[config.mk]
export PLATFORM = sky130hd
export DESIGN_NAME = ftf_rx_dec_28_flat
export DESIGN_NICKNAME = d
export VERILOG_FILES = /design/src/rtl/ftf_rx_dec_28_pkg.sv /design/src/rtl/ftf_rx_dec_28_if.sv /design/src/rtl/ftf_legal_chk_28.sv /design/src/rtl/ftf_rx_dec_28.sv /design/src/flat_wrapper.sv
export SDC_FILE = /design/constraint.sdc
export NUM_CORES = 1
export LEC_CHECK = 0
export CORE_ASPECT_RATIO = 1.1
export CORE_MARGIN = 2
export CORE_UTILIZATION = 54
export CTS_CLUSTER_DIAMETER = 200
export DETAILED_ROUTE_END_ITERATION = 10
export PLACE_DENSITY = 0.8
export SETUP_SLACK_MARGIN = 0.2
export SLEW_MARGIN = 15
export SYNTH_ARGS = -nofsm -noshare
export SYNTH_HDL_FRONTEND = slang
export SYNTH_HIERARCHICAL = 1
export SYNTH_SLANG_ARGS = --single-unit
[constraint.sdc]
create_clock -name clock -period 6 [get_ports clock]
set_input_delay 0.9 -clock clock [delete_from_list [all_inputs] [get_ports clock]]
set_output_delay 0.9 -clock clock [all_outputs]
set_load 0.05 [all_outputs]
[src/rtl/ftf_rx_dec_28_pkg.sv]
// ftf_pkg: shared widths, Fibonacci weights, FSM states and FTF pair rule for the 28-wire bus
package ftf_pkg;
    localparam int FBLEN28 = 20;
    localparam int FTF_WIRES = 28;
    localparam int BITS_PER_CYC = 7;
    localparam logic [FBLEN28-1:0] FTF_W [0:FTF_WIRES-1] = '{
        20'd1, 20'd1, 20'd2, 20'd3, 20'd5, 20'd8, 20'd13,
        20'd21, 20'd34, 20'd55, 20'd89, 20'd144, 20'd233, 20'd377,
        20'd610, 20'd987, 20'd1597, 20'd2584, 20'd4181, 20'd6765, 20'd10946,
        20'd17711, 20'd28657, 20'd46368, 20'd75025, 20'd121393, 20'd196418, 20'd317811
    };
    typedef enum logic [1:0] {IDLE, ACC, DONE} ftf_state_e;
    function automatic logic ftf_legal28(input logic [FTF_WIRES-1:0] t);
        logic bad;
        bad = 1'b0;
        for (int j = 0; j < FTF_WIRES - 1; j++)
            bad |= j[0] ? (t[j] & ~t[j+1]) : (~t[j] & t[j+1]);
        return ~bad;
    endfunction
endpackage

[src/rtl/ftf_rx_dec_28_if.sv]
// ftf_rx_dec_28_if: codeword-in / payload-out valid-ready bundle
interface ftf_rx_dec_28_if;
    import ftf_pkg::*;
    logic in_valid;
    logic in_ready;
    logic [FTF_WIRES-1:0] tsv;
    logic out_valid;
    logic out_ready;
    logic [FBLEN28-1:0] dataout;
    logic out_err;
    modport master (output in_valid, tsv, out_ready, input in_ready, out_valid, dataout, out_err);
    modport slave (input in_valid, tsv, out_ready, output in_ready, out_valid, dataout, out_err);
endinterface

[src/rtl/ftf_legal_chk_28.sv]
// ftf_legal_chk_28: combinational FTF legality check of one 28-bit codeword
module ftf_legal_chk_28 import ftf_pkg::*; (
    input  logic [FTF_WIRES-1:0] tsv,
    output logic                 legal
);
    assign legal = ftf_legal28(tsv);
endmodule

[src/rtl/ftf_rx_dec_28.sv]
// ftf_rx_dec_28: iterative FTF decoder, 7 weighted bits per cycle, with error flag and counter
module ftf_rx_dec_28 import ftf_pkg::*; (
    input  logic            clock,
    input  logic            reset_n,
    ftf_rx_dec_28_if.slave  bus,
    input  logic            clr_err,
    output logic [15:0]     err_count
);
    logic [1:0] state;
    logic [1:0] cnt;
    logic [FTF_WIRES-1:0] sr;
    logic [FBLEN28-1:0] acc;
    logic [FBLEN28-1:0] part;
    logic err;
    logic legal;
    logic accept;
    logic retire;
    ftf_legal_chk_28 u_chk (.tsv(bus.tsv), .legal(legal));
    assign accept = state == IDLE && bus.in_valid;
    assign retire = state == DONE && bus.out_ready;
    assign bus.in_ready = state == IDLE;
    assign bus.out_valid = state == DONE;
    assign bus.dataout = acc;
    assign bus.out_err = err;
    // sr shifts down each cycle, so the current slice always sits in the low bits
    always_comb begin
        part = '0;
        for (int i = 0; i < BITS_PER_CYC; i++)
            part += sr[i] ? FTF_W[5'(BITS_PER_CYC * int'(cnt) + i)] : '0;
    end
    always_ff @(posedge clock or negedge reset_n) begin
        if (!reset_n) begin
            state <= IDLE;
            cnt <= '0;
            sr <= '0;
            acc <= '0;
            err <= 1'b0;
            err_count <= '0;
        end else begin
            if (accept) begin
                state <= ACC;
                cnt <= '0;
                sr <= bus.tsv;
                acc <= '0;
                err <= ~legal;
            end else if (state == ACC) begin
                acc <= acc + part;
                sr <= sr >> BITS_PER_CYC;
                cnt <= cnt + 2'd1;
                state <= cnt == 2'd3 ? DONE : ACC;
            end else if (retire)
                state <= IDLE;
            if (clr_err)
                err_count <= {15'b0, retire & err};
            else if (retire & err & ~&err_count)
                err_count <= err_count + 16'd1;
        end
    end
endmodule

[src/flat_wrapper.sv]
// flat-port wrapper written by rule: the top's interface ports become plain ports
module ftf_rx_dec_28_flat import ftf_pkg::*;
  (clock, reset_n, clr_err, err_count, bus_in_valid, bus_tsv, bus_out_ready, bus_in_ready, bus_out_valid, bus_dataout, bus_out_err);
  ftf_rx_dec_28_if bus_i ();
  input  logic clock;
  input  logic reset_n;
  input  logic clr_err;
  output logic [15:0] err_count;
  input wire logic [$bits(bus_i.in_valid)-1:0] bus_in_valid;
  input wire logic [$bits(bus_i.tsv)-1:0] bus_tsv;
  input wire logic [$bits(bus_i.out_ready)-1:0] bus_out_ready;
  output wire logic [$bits(bus_i.in_ready)-1:0] bus_in_ready;
  output wire logic [$bits(bus_i.out_valid)-1:0] bus_out_valid;
  output wire logic [$bits(bus_i.dataout)-1:0] bus_dataout;
  output wire logic [$bits(bus_i.out_err)-1:0] bus_out_err;
  assign bus_i.in_valid = bus_in_valid;
  assign bus_i.tsv = bus_tsv;
  assign bus_i.out_ready = bus_out_ready;
  assign bus_in_ready = bus_i.in_ready;
  assign bus_out_valid = bus_i.out_valid;
  assign bus_dataout = bus_i.dataout;
  assign bus_out_err = bus_i.out_err;
  ftf_rx_dec_28 u_core (.clock(clock), .reset_n(reset_n), .bus(bus_i), .clr_err(clr_err), .err_count(err_count));
endmodule
== Word level (Yosys, flattened, before mapping) ==
Memories as Yosys holds them, arrays and structs flattened.
Index checks and enable logic that the tools add are counted.
Storage, ports and cells
  register bits after elaboration: 69
  ROM bits: 4480
  memories: 7
Memory list
  (name not given): depth 32, bits a word 20, rd ports 1, clocked after Yosys merged registers in 0, wr ports 0, RTL line ftf_rx_dec_28.sv:29  | part += sr[i] ? FTF_W[5'(BITS_PER_CYC * int'(cnt) + i)] : '0;
  (name not given): depth 32, bits a word 20, rd ports 1, clocked after Yosys merged registers in 0, wr ports 0, RTL line ftf_rx_dec_28.sv:29
  (name not given): depth 32, bits a word 20, rd ports 1, clocked after Yosys merged registers in 0, wr ports 0, RTL line ftf_rx_dec_28.sv:29
  (name not given): depth 32, bits a word 20, rd ports 1, clocked after Yosys merged registers in 0, wr ports 0, RTL line ftf_rx_dec_28.sv:29
  (name not given): depth 32, bits a word 20, rd ports 1, clocked after Yosys merged registers in 0, wr ports 0, RTL line ftf_rx_dec_28.sv:29
  (name not given): depth 32, bits a word 20, rd ports 1, clocked after Yosys merged registers in 0, wr ports 0, RTL line ftf_rx_dec_28.sv:29
  +1 memories
Cells by class
  add/sub/neg operators: 15
  $mul: 1
  $lt $le $gt $ge: 7
  equal/unequal tests: 3
  multiplexer cells: 33
  bitwise gates (word level): 76
  reduce and logical (&&, ||, !) cells: 8
Operators by type and width (number)
  two-way mux 20 bit: 23
  adder 20 bit: 7
  two-way mux 28 bit: 2
  greater-or-equal comparator 5 x 6 -> 1 bit (second input constant): 7
  inverter 5 bit: 7
  two-way mux 16 bit: 2
  bitwise AND 1 bit: 29
  OR 1 bit: 26
  adder 16 x 1 -> 16 bit (second input constant): 1
  AND reduction 16 bit: 1
  adder 5 x 4 -> 5 bit (second input constant): 3
  inverter 1 bit: 14
  two-way mux 2 bit: 6
  adder 5 x 3 -> 5 bit (second input constant): 2
  adder 5 x 2 -> 5 bit (second input constant): 1
  multiplier 3 x 2 -> 5 bit (first input constant): 1
  == test 2 bit (second input constant): 2
  nonzero test 2 bit: 2
  nonzero test 3 bit: 1
  adder 2 x 1 -> 2 bit (second input constant): 1
  == test 2 x 1 -> 1 bit (second input constant): 1
  logical AND 1 bit: 2
  logical NOT 2 bit: 1
  logical NOT 1 bit: 1

== Depth between registers and ports, before layout ==
Gate-level depths: netlist (run 1).
  depth after elaboration: 28
  depth in mapped cells: 25

== Cells and area by module ==
The synthesis (run 1) kept the hierarchy.
By module, submodules not included
  ftf_rx_dec_28: instances 1, cells an instance 872, area each 7883.8 µm², seq. area each 1726.7 µm²
  ftf_legal_chk_28: instances 1, cells an instance 19, area each 128.9 µm², seq. area each 0.0 µm²

== Worst setup path before layout (run 1) ==
OpenSTA, ideal clock, no wires.
  path type: register to register
  start: reg u_core.cnt[0]
  end: reg u_core.acc[18] (netlist: u_core/bus.dataout[18])
  setup time: 0.126 ns
  arrival time: 5.806 ns
  slack: 0.068 ns
  stages on the path, launching flop included: 24
  period minus slack after synthesis: 5.932 ns
  path through: dfrtp_1 clkbuf_1 inv_1 ha_1 buf_1 inv_1 ha_1 mux2i_1 a211o_1 o211ai_1 fa_1 inv_1 fa_1 fa_1 inv_1 fa_1 inv_1 ha_1 fa_1 a21oi_1 o21ai_1 o22ai_2 o21ai_0 a221o_1
Between the ends
  word-level cells in the longest chain between the ends: 16
RTL lines
  start: declaration: RTL line ftf_rx_dec_28.sv:10  | logic [1:0] cnt;
  start signal: assignment: RTL line ftf_rx_dec_28.sv:49  | cnt <= cnt + 2'd1;
  multiplier 3 x 2 -> 5 bit *: RTL line ftf_rx_dec_28.sv:29
  adder 5 x 2 -> 5 bit: RTL line ftf_rx_dec_28.sv:29
  inverter 5 bit (not written as such): RTL line ftf_rx_dec_28.sv:29
  memory read (32 x 20 bit)
  two-way mux 20 bit (not written as such) (2 in series): RTL line ftf_rx_dec_28.sv:29
  two-way mux 20 bit: RTL line ftf_rx_dec_28.sv:29
  adder 20 bit (5 in series): RTL line ftf_rx_dec_28.sv:29
  adder 20 bit *: RTL line ftf_rx_dec_28.sv:29
  adder 20 bit *: RTL line ftf_rx_dec_28.sv:47  | acc <= acc + part;
  two-way mux 20 bit *: RTL line ftf_rx_dec_28.sv:46  | end else if (state == ACC) begin
  two-way mux 20 bit *: RTL line ftf_rx_dec_28.sv:40  | if (accept) begin
  end signal: assignment: RTL line ftf_rx_dec_28.sv:47
  end: declaration: RTL line ftf_rx_dec_28.sv:12  | logic [FBLEN28-1:0] acc;
Mark *: on every way between the ends. The rest lies on a longest branch, timed or not. The select of a mux whose other input is x is not followed.
A chain may end at the register's enable or synchronous reset.

== Final worst setup path (run 1) ==
Ends and elaborated chain as after synthesis.

==> out/qor.yml, run 1 <==
clock_network:
  hold_buffers: 0
  clk-insertion-delay-late_ns: 0.33
  root_buffer: "clkbuf_16"
  cts.sinks: 69
  path_clk_slew_ns: 0.06
  numCtsBuffers: 9
  htreeDepth: 3
  clockBufferDepth: 2
  cts_tree: "built"
cells_and_area:
  most-common-layout-cells: "inv_1, fa_1, nand2_1"
  area_growth_pct: 19.2
  nNetsFinal: 1141
  layout_commonest_cell: "inv_1"
  final_cells: 1162
  drive_above_1_share_pct: 9.18
  insertedDiodeCount: 0
  final_area_sq_um: 9550
sta:
  slew_viol_final: 0
  setup_viol: 0
  rsz0062_at_grt: "true"
  worst_pin_slew_ns: 0.916
  period_minus_slack_ns: 5.65
  relSlewSlack_pct: 38.9
  fin_tns_setup_ns: 0
  finalHoldViolCount: 0
  fmax_mhz: 177
  skew_ns: 0.00791
  min_period_over_period_pct: 94.2
setup_path:
  crit_path_start_kind: "flop"
  critPathCaptureType: "flop"
  worstSetupPathType: "reg2reg"
  cp_max_fo: 7
  worstReg2RegStart: "u_core/cnt[0]"
  worstPathArrival_ns: 5.87
  ff2ff_setup_slack_ns: 0.35
  timing.rr.end: "u_core/bus.dataout[18]"
  reg2reg_depth: 18
  cp.required_ns: 6.22
place:
  placed_cells: 1138
  io_buffers: 71
  gp_congestion: 0.958
  dp_hpwl_um: 15700
  placed_area_sq_um: 9010
detailed_routing:
  drc_errors: 0
  wl_um: 21200
  dr.pass1.iters: 5
  drt-initial-drc-count: 534
  ant_nets: 0
  dr_total_vias: 6731
  wl_per_cell_um: 18.2
  viasPerCell: 5.79
floorplan:
  start_util_pct: 55.5
  die_area_sq_um: 15800
  die_h_um: 132
  rows: 46
  coreArea_sq_um: 14400
  io_pins: 72
  die_x_um: 120
logic_synthesis:
  synth_area_sq_um: 8010
  syn_inst: 891
  syn_nets: 1067
  synth_cell_type_count: 58
  ys_seq_area_share_pct: 21.5
  ys.flop_type: "dfrtp_1"
  avgSynthCellArea_sq_um: 8.99
  ys_ff_latch: 69
  async_flop_share_pct: 100
  synth.yosys.warnings: 6
  synth-edff-count: 0
global_route:
  grt_pass1_vias: 6988
  grt_pass1_wl_um: 35100
  grt_usage_pct: 28.0
  antenna_found_initial: 0
  grt_max_degree: 70
  grt.overflow.total: 0
flow_run:
  maxCapViolations: 0
worst_hold_path:
  holdPathEnd: "u_core/sr[21]"
  hold_depth: 2
  hold_start: "u_core/sr[21]"
  hp-class: "reg2reg"
status:
  status: "finished clean"
## layer usage
metal,track usage [%],part of all wire [%]
met5,0,0
met3,3.89,6.7
met1,37.0,40
met2,45.8,50
met4,13.3,3.9
## cell usage after synthesis, types with 8 or more instances
cell | instances | area, sq um
inv_1 | 159 | 597
fa_1 | 111 | 2220
nand2_1 | 77 | 289
dfrtp_1 | 69 | 1730
o21ai_0 | 67 | 335
a21oi_1 | 46 | 230
nor2_1 | 40 | 150
clkbuf_1 | 39 | 146
nor2b_1 | 39 | 244
ha_1 | 32 | 400
a22oi_1 | 23 | 173
and2_1 | 22 | 138
a21boi_0 | 13 | 97.6
xor2_1 | 13 | 114
xnor2_1 | 12 | 105
nand3_1 | 11 | 55.1
nand4_1 | 9 | 56.3
o211ai_1 | 9 | 67.6
a211oi_1 | 8 | 60.1
## final cells by class
type                       count  area, sq um
sequential                    69         1730
timing repair buffer         108          993
multi-input combinational    618         5670
clock buffer                  10          229
inverter                     159          603
clock inverter                 6         86.3
tap                          192          240
fill                        1133         4890
## state kept, by name, summed over array words and instances (netlist names)
signal,cells
u_core/bus.dataout,20
u_core/bus.out_err,1
u_core/state,2
u_core/sr,28
u_core/cnt,2
u_core/err_count,16
## critical path: stages (launching register included)
cell	delay [ns]
dfrtp_2	0.45
inv_4	0.09
ha_2	0.17
inv_1	0.07
ha_4	0.32
clkinvlp_4	0.10
or4_1	0.53
a21boi_2	0.18
fa_1	0.48
fa_2	0.48
fa_1	0.57
inv_1	0.07
fa_1	0.54
inv_1	0.07
ha_4	0.18
or4_1	0.59
o22ai_4	0.21
o21ai_0	0.14
a221o_1	0.31
## cells by family (layout without fill, tap and decap cells)
| group | count (synthesis) | after routing | share of synthesized area [%] |
|---|---|---|---|
| buffers and inverters | 204 | 283 | 9.62 |
| AO/OA/AOI/OAI | 215 | 215 | 17.7 |
| XOR/XNOR | 27 | 27 | 3.29 |
| multiplexers | 4 | 4 | 0.500 |
| adder cells (fa/ha/maj) | 143 | 143 | 32.7 |
| AND/OR/NAND/NOR | 229 | 229 | 14.6 |
| flip-flops | 69 | 69 | 21.5 |
## timing repair
| item | CTS | global route |
|---|---|---|
| resized for setup | 9 | 28 |
| buffers inserted | 1 | 7 |
| endpoints found under the setup margin | 9 | 13 |
| pin swaps | 2 | 11 |
## metrics by stage
stage	worst slack (ns)	utilization (%)	hold WS, ns
final	0.346	66.1	0.509
after global routing	0.133	66.1	0.554
after CTS	0.192	64.8	0.512
after detailed placement	0.0336	62.4	0.496
after global placement	0.187	62.4	0.490
after floorplan	0.214	-	0.467
## how the worst max path moves through the flow
| stage | to | cells past startpoint | slack, ns | from |
|---|---|---|---|---|
| 2_1_floorplan | u_core/bus.dataout[15] | 21 | 0.21 | u_core/cnt[0] |
| 3_3_place_gp | u_core/bus.dataout[15] | 18 | 0.19 | u_core/cnt[1] |
| 3_5_place_dp | u_core/bus.dataout[15] | 19 | 0.03 | u_core/cnt[0] |
| 4_1_cts | u_core/bus.dataout[15] | 19 | 0.19 | u_core/cnt[1] |
| 5_1_grt | u_core/bus.dataout[15] | 19 | 0.13 | u_core/cnt[0] |
| 6_report | u_core/bus.dataout[18] | 18 | 0.35 | u_core/cnt[0] |
Power of run 1 is not shown: default switching activity piles up to over one toggle a cycle in this logic, so the estimate is an artifact.
==> inputs of run 2 (changes only) <==
Settings changed: CORE_UTILIZATION 54 to 50, PLACE_DENSITY 0.8 to 0.72.
Clock period 6 ns to 6.26 ns, I/O delays scaled along.
==> run 2 against run 1 <==
Clock skew rose by 0.0030 ns. Critical endpoint unchanged. Critical path depth rose by 1. Worst setup slack improved by 0.11 ns. Global-route usage fell by 2.9 points. Wire length fell by 3.9%. Non-clock buffer count fell by 11.
==> out/qor.yml, run 2 (synthesis gave the netlist of run 1 again) <==
place:
  io_buffers: 71  # unchanged
  gp_congestion: 0.910  # was 0.958
  placed_area_sq_um: 8980  # was 9010 sq um
  dp_hpwl_um: 15800  # was 15700 um
global_route:
  grt.overflow.total: 0  # unchanged
  grt_pass1_wl_um: 34100  # was 35100 um
  grt_usage_pct: 25.1  # was 28.0%
  grt_max_degree: 70  # unchanged
  antenna_found_initial: 0  # unchanged
  grt_pass1_vias: 6759  # was 6988
cells_and_area:
  regMostFlops: "u_core/sr"  # unchanged
  most-common-layout-cells: "inv_1, fa_1, nand2_1"  # unchanged
  drive_above_1_share_pct: 6.58  # was 9.18%
  area_growth_pct: 16.8  # was 19.2%
  insertedDiodeCount: 0  # unchanged
  final_area_sq_um: 9360  # was 9550 sq um
  postLayoutCoreUtil_pct: 59.7  # was 66.1%
  nNetsFinal: 1130  # was 1141
  largest_register_ff_count: 28  # unchanged
  fillers: 1390  # was 1133
  layout_commonest_cell: "inv_1"  # unchanged
floorplan:
  start_util_pct: 51.1  # was 55.5%
  die_x_um: 125  # was 120 um
  coreArea_sq_um: 15700  # was 14400 sq um
  io_pins: 72  # unchanged
  rows: 48  # was 46
  die_h_um: 137  # was 132 um
  die_area_sq_um: 17100  # was 15800 sq um
clock_network:
  root_buffer: "clkbuf_16"  # unchanged
  numCtsBuffers: 9  # unchanged
  clockBufferDepth: 2  # unchanged
  htreeDepth: 3  # unchanged
  clk-insertion-delay-late_ns: 0.34  # was 0.33 ns
  cts_tree: "built"  # unchanged
  path_clk_slew_ns: 0.06  # about the same
  cts.sinks: 69  # unchanged
sta:
  min_period_over_period_pct: 92.6  # was 94.2%
  worst_pin_slew_ns: 0.905  # was 0.916 ns
  finalHoldViolCount: 0  # unchanged
  period_minus_slack_ns: 5.80  # was 5.65 ns
  fmax_mhz: 172  # was 177 MHz
  slew_viol_final: 0  # unchanged
  setup_viol: 0  # unchanged
  fin_tns_setup_ns: 0  # unchanged
  skew_ns: 0.0110  # was 0.00791 ns
  rsz0062_at_grt: "true"  # unchanged
  relSlewSlack_pct: 39.7  # was 38.9%
worst_hold_path:
  hold_depth: 1  # was 2
  hold_start: "u_core/bus.dataout[6]"  # was u_core/sr[21]
  hp-class: "reg2reg"  # unchanged
  holdPathEnd: "u_core/bus.dataout[6]"  # was u_core/sr[21]
setup_path:
  reg2reg_depth: 19  # was 18
  timing.rr.end: "u_core/bus.dataout[18]"  # unchanged
  ff2ff_setup_slack_ns: 0.46  # was 0.35 ns
  critPathCaptureType: "flop"  # unchanged
  slowest_delay_ns: 0.54  # was 0.59 ns
  worstSetupPathType: "reg2reg"  # unchanged
  crit_slowest_cell: "fa_1"  # was or4_1
  worstPathArrival_ns: 6.02  # was 5.87 ns
  crit_path_start_kind: "flop"  # unchanged
  worstReg2RegStart: "u_core/cnt[1]"  # was u_core/cnt[0]
  crit_chain: "inv_1 > ha_1 > buf_4 > xnor2_1 > buf_4 > nor2_1 > a211oi_1 > fa_1 > fa_1 > fa_1 > inv_1 > fa_1 > inv_1 > ha_1 > a21oi_1 > o21ai_0 > a221oi_2 > o21ai_0 > a221o_1"  # was inv_4 > ha_2 > inv_1 > ha_4 > clkinvlp_4 > or4_1 > a21boi_2 > fa_1 > fa_2 > fa_1 > inv_1 > fa_1 > inv_1 > ha_4 > or4_1 > o22ai_4 > o21ai_0 > a221o_1
  cp.required_ns: 6.48  # was 6.22 ns
  cp_max_fo: 8  # was 7
  crit_top_cell: "fa_1"
detailed_routing:
  drt-initial-drc-count: 452  # was 534
  drc_errors: 0  # unchanged
  dr_total_vias: 6478  # was 6731
  viasPerCell: 5.59  # was 5.79
  wl_um: 20300  # was 21200 um
  wl_per_cell_um: 17.6  # was 18.2 um
  ant_nets: 0  # unchanged
  dr.pass1.iters: 5  # unchanged
status:
  status: "finished clean"  # unchanged
flow_run:
  maxCapViolations: 0  # unchanged
==> run 2: changes by cell type in the layout (fill, tap and decap cells not counted), sizes merged <==
cell	before	now
clkbuf	10	9
buf	38	27
==> run 2: what timing repair did <==
| item | in CTS | in global routing |
|---|---|---|
| resized for setup | 0 | 13 |
| hold buffers | 0 | 0 |
| setup buffers | 0 | 2 |
| endpoints found under the setup margin | 0 | 11 |
==> run 2: how the worst max path moves through the flow <==
stage / end / startpoint / depth (start not counted) / slack, ns
finish: u_core/bus.dataout[18] / u_core/cnt[1] / 19 / 0.46
global route: u_core/bus.dataout[18] / u_core/cnt[1] / 19 / 0.18
CTS: u_core/bus.dataout[15] / u_core/cnt[0] / 19 / 0.21
detailed placement: u_core/bus.dataout[15] / u_core/cnt[0] / 19 / 0.27
global placement: u_core/bus.dataout[18] / u_core/cnt[0] / 17 / 0.31
floorplan: u_core/bus.dataout[18] / u_core/cnt[0] / 23 / 0.33
==> run 2: per-stage QoR <==
stage               std cells  hold slack, ns  worst slack (ns)
floorplan                 891           0.467             0.328
global placement         1141           0.486             0.310
detailed placement       1141           0.496             0.273
CTS                      1156           0.509             0.210
global route             1158           0.530             0.175
finish                   1158           0.506             0.460
==> run 2: per-layer routing <==
| metal | vias up | global-route usage (%) | part of all wire (%) |
|---|---|---|---|
| met5 | - | 0 | 0 |
| met4 | 0 | 9.18 | 3.5 |
| met3 | 45 | 3.95 | 5.4 |
| met2 | 215 | 42.7 | 49 |
| met1 | 3186 | 32.9 | 42 |
| li1 | 3032 | - | - |
==> run 2: cell type report <==
cell class | instances | area [sq um] | area share (%)
Clock inverter | 6 | 88.8 | 0.949
Clock buffer | 9 | 225 | 2.41
Inverter | 159 | 597 | 6.38
Tap cell | 200 | 250 | 2.67
Timing Repair Buffer | 97 | 903 | 9.65
Sequential cell | 69 | 1730 | 18.5
Multi-Input combinational cell | 618 | 5570 | 59.5
==> run 2: critical path, delay by kind of cell, from the launching register on <==
family | cells | cell delay, ns
xor+xnor | 1 | 0.29
simple gates | 1 | 0.05
compound gates | 6 | 1.65
buf+inv | 5 | 0.68
flops | 1 | 0.47
fa+ha+maj | 6 | 2.56
Power of run 2 is left out for the same reason.
==> inputs of run 3 (changes only) <==
Settings changed: CORE_UTILIZATION 50 to 35, HOLD_SLACK_MARGIN set to 0.03, PLACE_DENSITY 0.72 to 0.54.
==> run 3 against run 2 <==
Critical path depth down 1. Global-route usage down 5.8 points. Highest routed layer unchanged. Flip-flop and latch count unchanged. Sequential share of layout area down 0.28 points. Maximum frequency down 0.27%. Register-to-register slack worse by 0.02 ns.
==> out/qor.yml, run 3 (synthesis gave the netlist of run 1 again) <==
cells_and_area:
  layout_commonest_cell: "inv_1"  # unchanged
  largest_register_ff_count: 28  # unchanged
  final_cells: 1262  # was 1158
  most-common-layout-cells: "inv_1, fa_1, nand2_1"  # unchanged
  fillers: 2317  # was 1390
  area_growth_pct: 18.7  # was 16.8%
  nNetsFinal: 1133  # was 1130
  regMostFlops: "u_core/sr"  # unchanged
  final_area_sq_um: 9510  # was 9360 sq um
  insertedDiodeCount: 0  # unchanged
  drive_above_1_share_pct: 7.38  # was 6.58%
flow_run:
  maxCapViolations: 0  # unchanged
sta:
  fmax_mhz: 172  # about the same
  finalHoldViolCount: 0  # unchanged
  slew_viol_final: 0  # unchanged
  skew_ns: 0.0174  # was 0.0110 ns
  period_minus_slack_ns: 5.82  # was 5.80 ns
  fin_tns_setup_ns: 0  # unchanged
  setup_viol: 0  # unchanged
  relSlewSlack_pct: 28.6  # was 39.7%
  min_period_over_period_pct: 92.9  # was 92.6%
  rsz0062_at_grt: "false"  # was true
  worst_pin_slew_ns: 1.07  # was 0.905 ns
floorplan:
  start_util_pct: 35.4  # was 51.1%
  die_h_um: 163  # was 137 um
  coreArea_sq_um: 22600  # was 15700 sq um
  io_pins: 72  # unchanged
  die_area_sq_um: 24100  # was 17100 sq um
  rows: 58  # was 48
  die_x_um: 148  # was 125 um
detailed_routing:
  drt-initial-drc-count: 310  # was 452
  viasPerCell: 5.11  # was 5.59
  wl_um: 22200  # was 20300 um
  dr_total_vias: 6449  # was 6478
  ant_nets: 0  # unchanged
  wl_per_cell_um: 17.6  # about the same
  dr.pass1.iters: 5  # unchanged
  drc_errors: 0  # unchanged
place:
  placed_cells: 1244  # was 1141
  io_buffers: 71  # unchanged
  gp_congestion: 0.845  # was 0.910
  placed_area_sq_um: 9130  # was 8980 sq um
  dp_hpwl_um: 17200  # was 15800 um
setup_path:
  cp.required_ns: 6.50  # was 6.48 ns
  critPathCaptureType: "flop"  # unchanged
  cp_num_buf_inv: 5  # unchanged
  slowest_delay_ns: 0.61  # was 0.54 ns
  crit_slowest_cell: "or4_1"  # was fa_1
  crit_path_start_kind: "flop"  # unchanged
  cp_top_family: "adder cells"  # unchanged
  worstSetupPathType: "reg2reg"  # unchanged
  cp_max_fo: 8  # unchanged
  crit_chain: "buf_4 > ha_1 > inv_1 > ha_4 > inv_1 > or4_1 > a21boi_1 > fa_1 > fa_1 > fa_1 > inv_1 > fa_1 > inv_1 > ha_1 > or4_1 > o221ai_2 > a211oi_1 > a211o_1"  # was inv_1 > ha_1 > buf_4 > xnor2_1 > buf_4 > nor2_1 > a211oi_1 > fa_1 > fa_1 > fa_1 > inv_1 > fa_1 > inv_1 > ha_1 > a21oi_1 > o21ai_0 > a221oi_2 > o21ai_0 > a221o_1
  worstPathArrival_ns: 6.06  # was 6.02 ns
clock_network:
  numCtsBuffers: 9  # unchanged
  cts.sinks: 69  # unchanged
  clk-insertion-delay-late_ns: 0.35  # was 0.34 ns
  path_clk_slew_ns: 0.07  # was 0.06 ns
  clockBufferDepth: 2  # unchanged
  htreeDepth: 3  # unchanged
  root_buffer: "clkbuf_16"  # unchanged
  cts_tree: "built"  # unchanged
status:
  status: "finished clean"  # unchanged
global_route:
  grt_max_degree: 61  # was 70
  grt_pass1_wl_um: 36300  # was 34100 um
  grt_pass1_vias: 6685  # was 6759
  antenna_found_initial: 0  # unchanged
  grt.overflow.total: 0  # unchanged
  grt_usage_pct: 19.3  # was 25.1%
worst_hold_path:
  hp-class: "in2async"  # was reg2reg
-- run 3: cell count changes in the layout (fill, tap and decap cells not counted), moves of 2 or more --
cell	change
buf_4	+3
bufinv_16	-2
ha_1	-3
ha_4	+3
inv_6	+2
o21ai_0	-2
o21ai_1	+2
-- run 3: worst paths after layout --
kind / from / end / slack, ns / depth (start not counted)
min in group clock: u_core/sr[23] / u_core/sr[23] / 0.50 / 2
min: reset_n / u_core/bus.dataout[2] / 0.41 / 1
min reg2reg: u_core/sr[23] / u_core/sr[23] / 0.50 / 2
max in group asynchronous: reset_n / u_core/bus.dataout[15] / 4.80 / 2
max: u_core/cnt[1] / u_core/bus.dataout[14] / 0.44 / 18
max reg2reg: u_core/cnt[1] / u_core/bus.dataout[14] / 0.44 / 18
-- run 3: metal layers --
metal  routed length, um  vias to the layer above  global-route usage [%]
met1               10100                     3206                    27.2
met2               10600                      165                    30.9
met4                 475                        0                    6.19
met3                 964                       27                    2.86
li1                    -                     3051                       -
met5                   0                        -                       0
-- run 3: final cells by class --
type                            count  area [sq um]  share of cell area [%]
Inverter                          159           597                    6.28
Clock inverter                      6          47.5                   0.500
Multi-Input combinational cell    618          5610                    59.0
Tap cell                          300           375                    3.95
Clock buffer                       10           229                    2.41
Sequential cell                    69          1730                    18.2
Timing Repair Buffer              100           926                    9.74
-- run 3: what timing repair did --
action	4_1_cts	5_1_grt
resized for setup	2	19
pin swaps	0	2
setup buffers	0	2
endpoints found under the setup margin	3	11
cloned	0	0
hold buffers	0	0
-- run 3: worst register-to-register path: cells and delay by family (launching register included) --
kind	cells	cell delay, ns
compound gates	4	0.93
fa+ha+maj	7	2.80
flops	1	0.43
simple gates	2	1.11
buf+inv	5	0.45
-- run 3: metrics by stage --
| stage | worst slack, ns | util (%) | hold WS, ns |
|---|---|---|---|
| floorplan | 0.328 | - | 0.467 |
| global placement | 0.241 | 40.3 | 0.489 |
| detailed placement | 0.195 | 40.3 | 0.492 |
| CTS | 0.218 | 41.6 | 0.411 |
| global route | 0.218 | 42.0 | 0.415 |
| finish | 0.445 | 42.0 | 0.410 |
Power of run 3 is left out for the same reason.
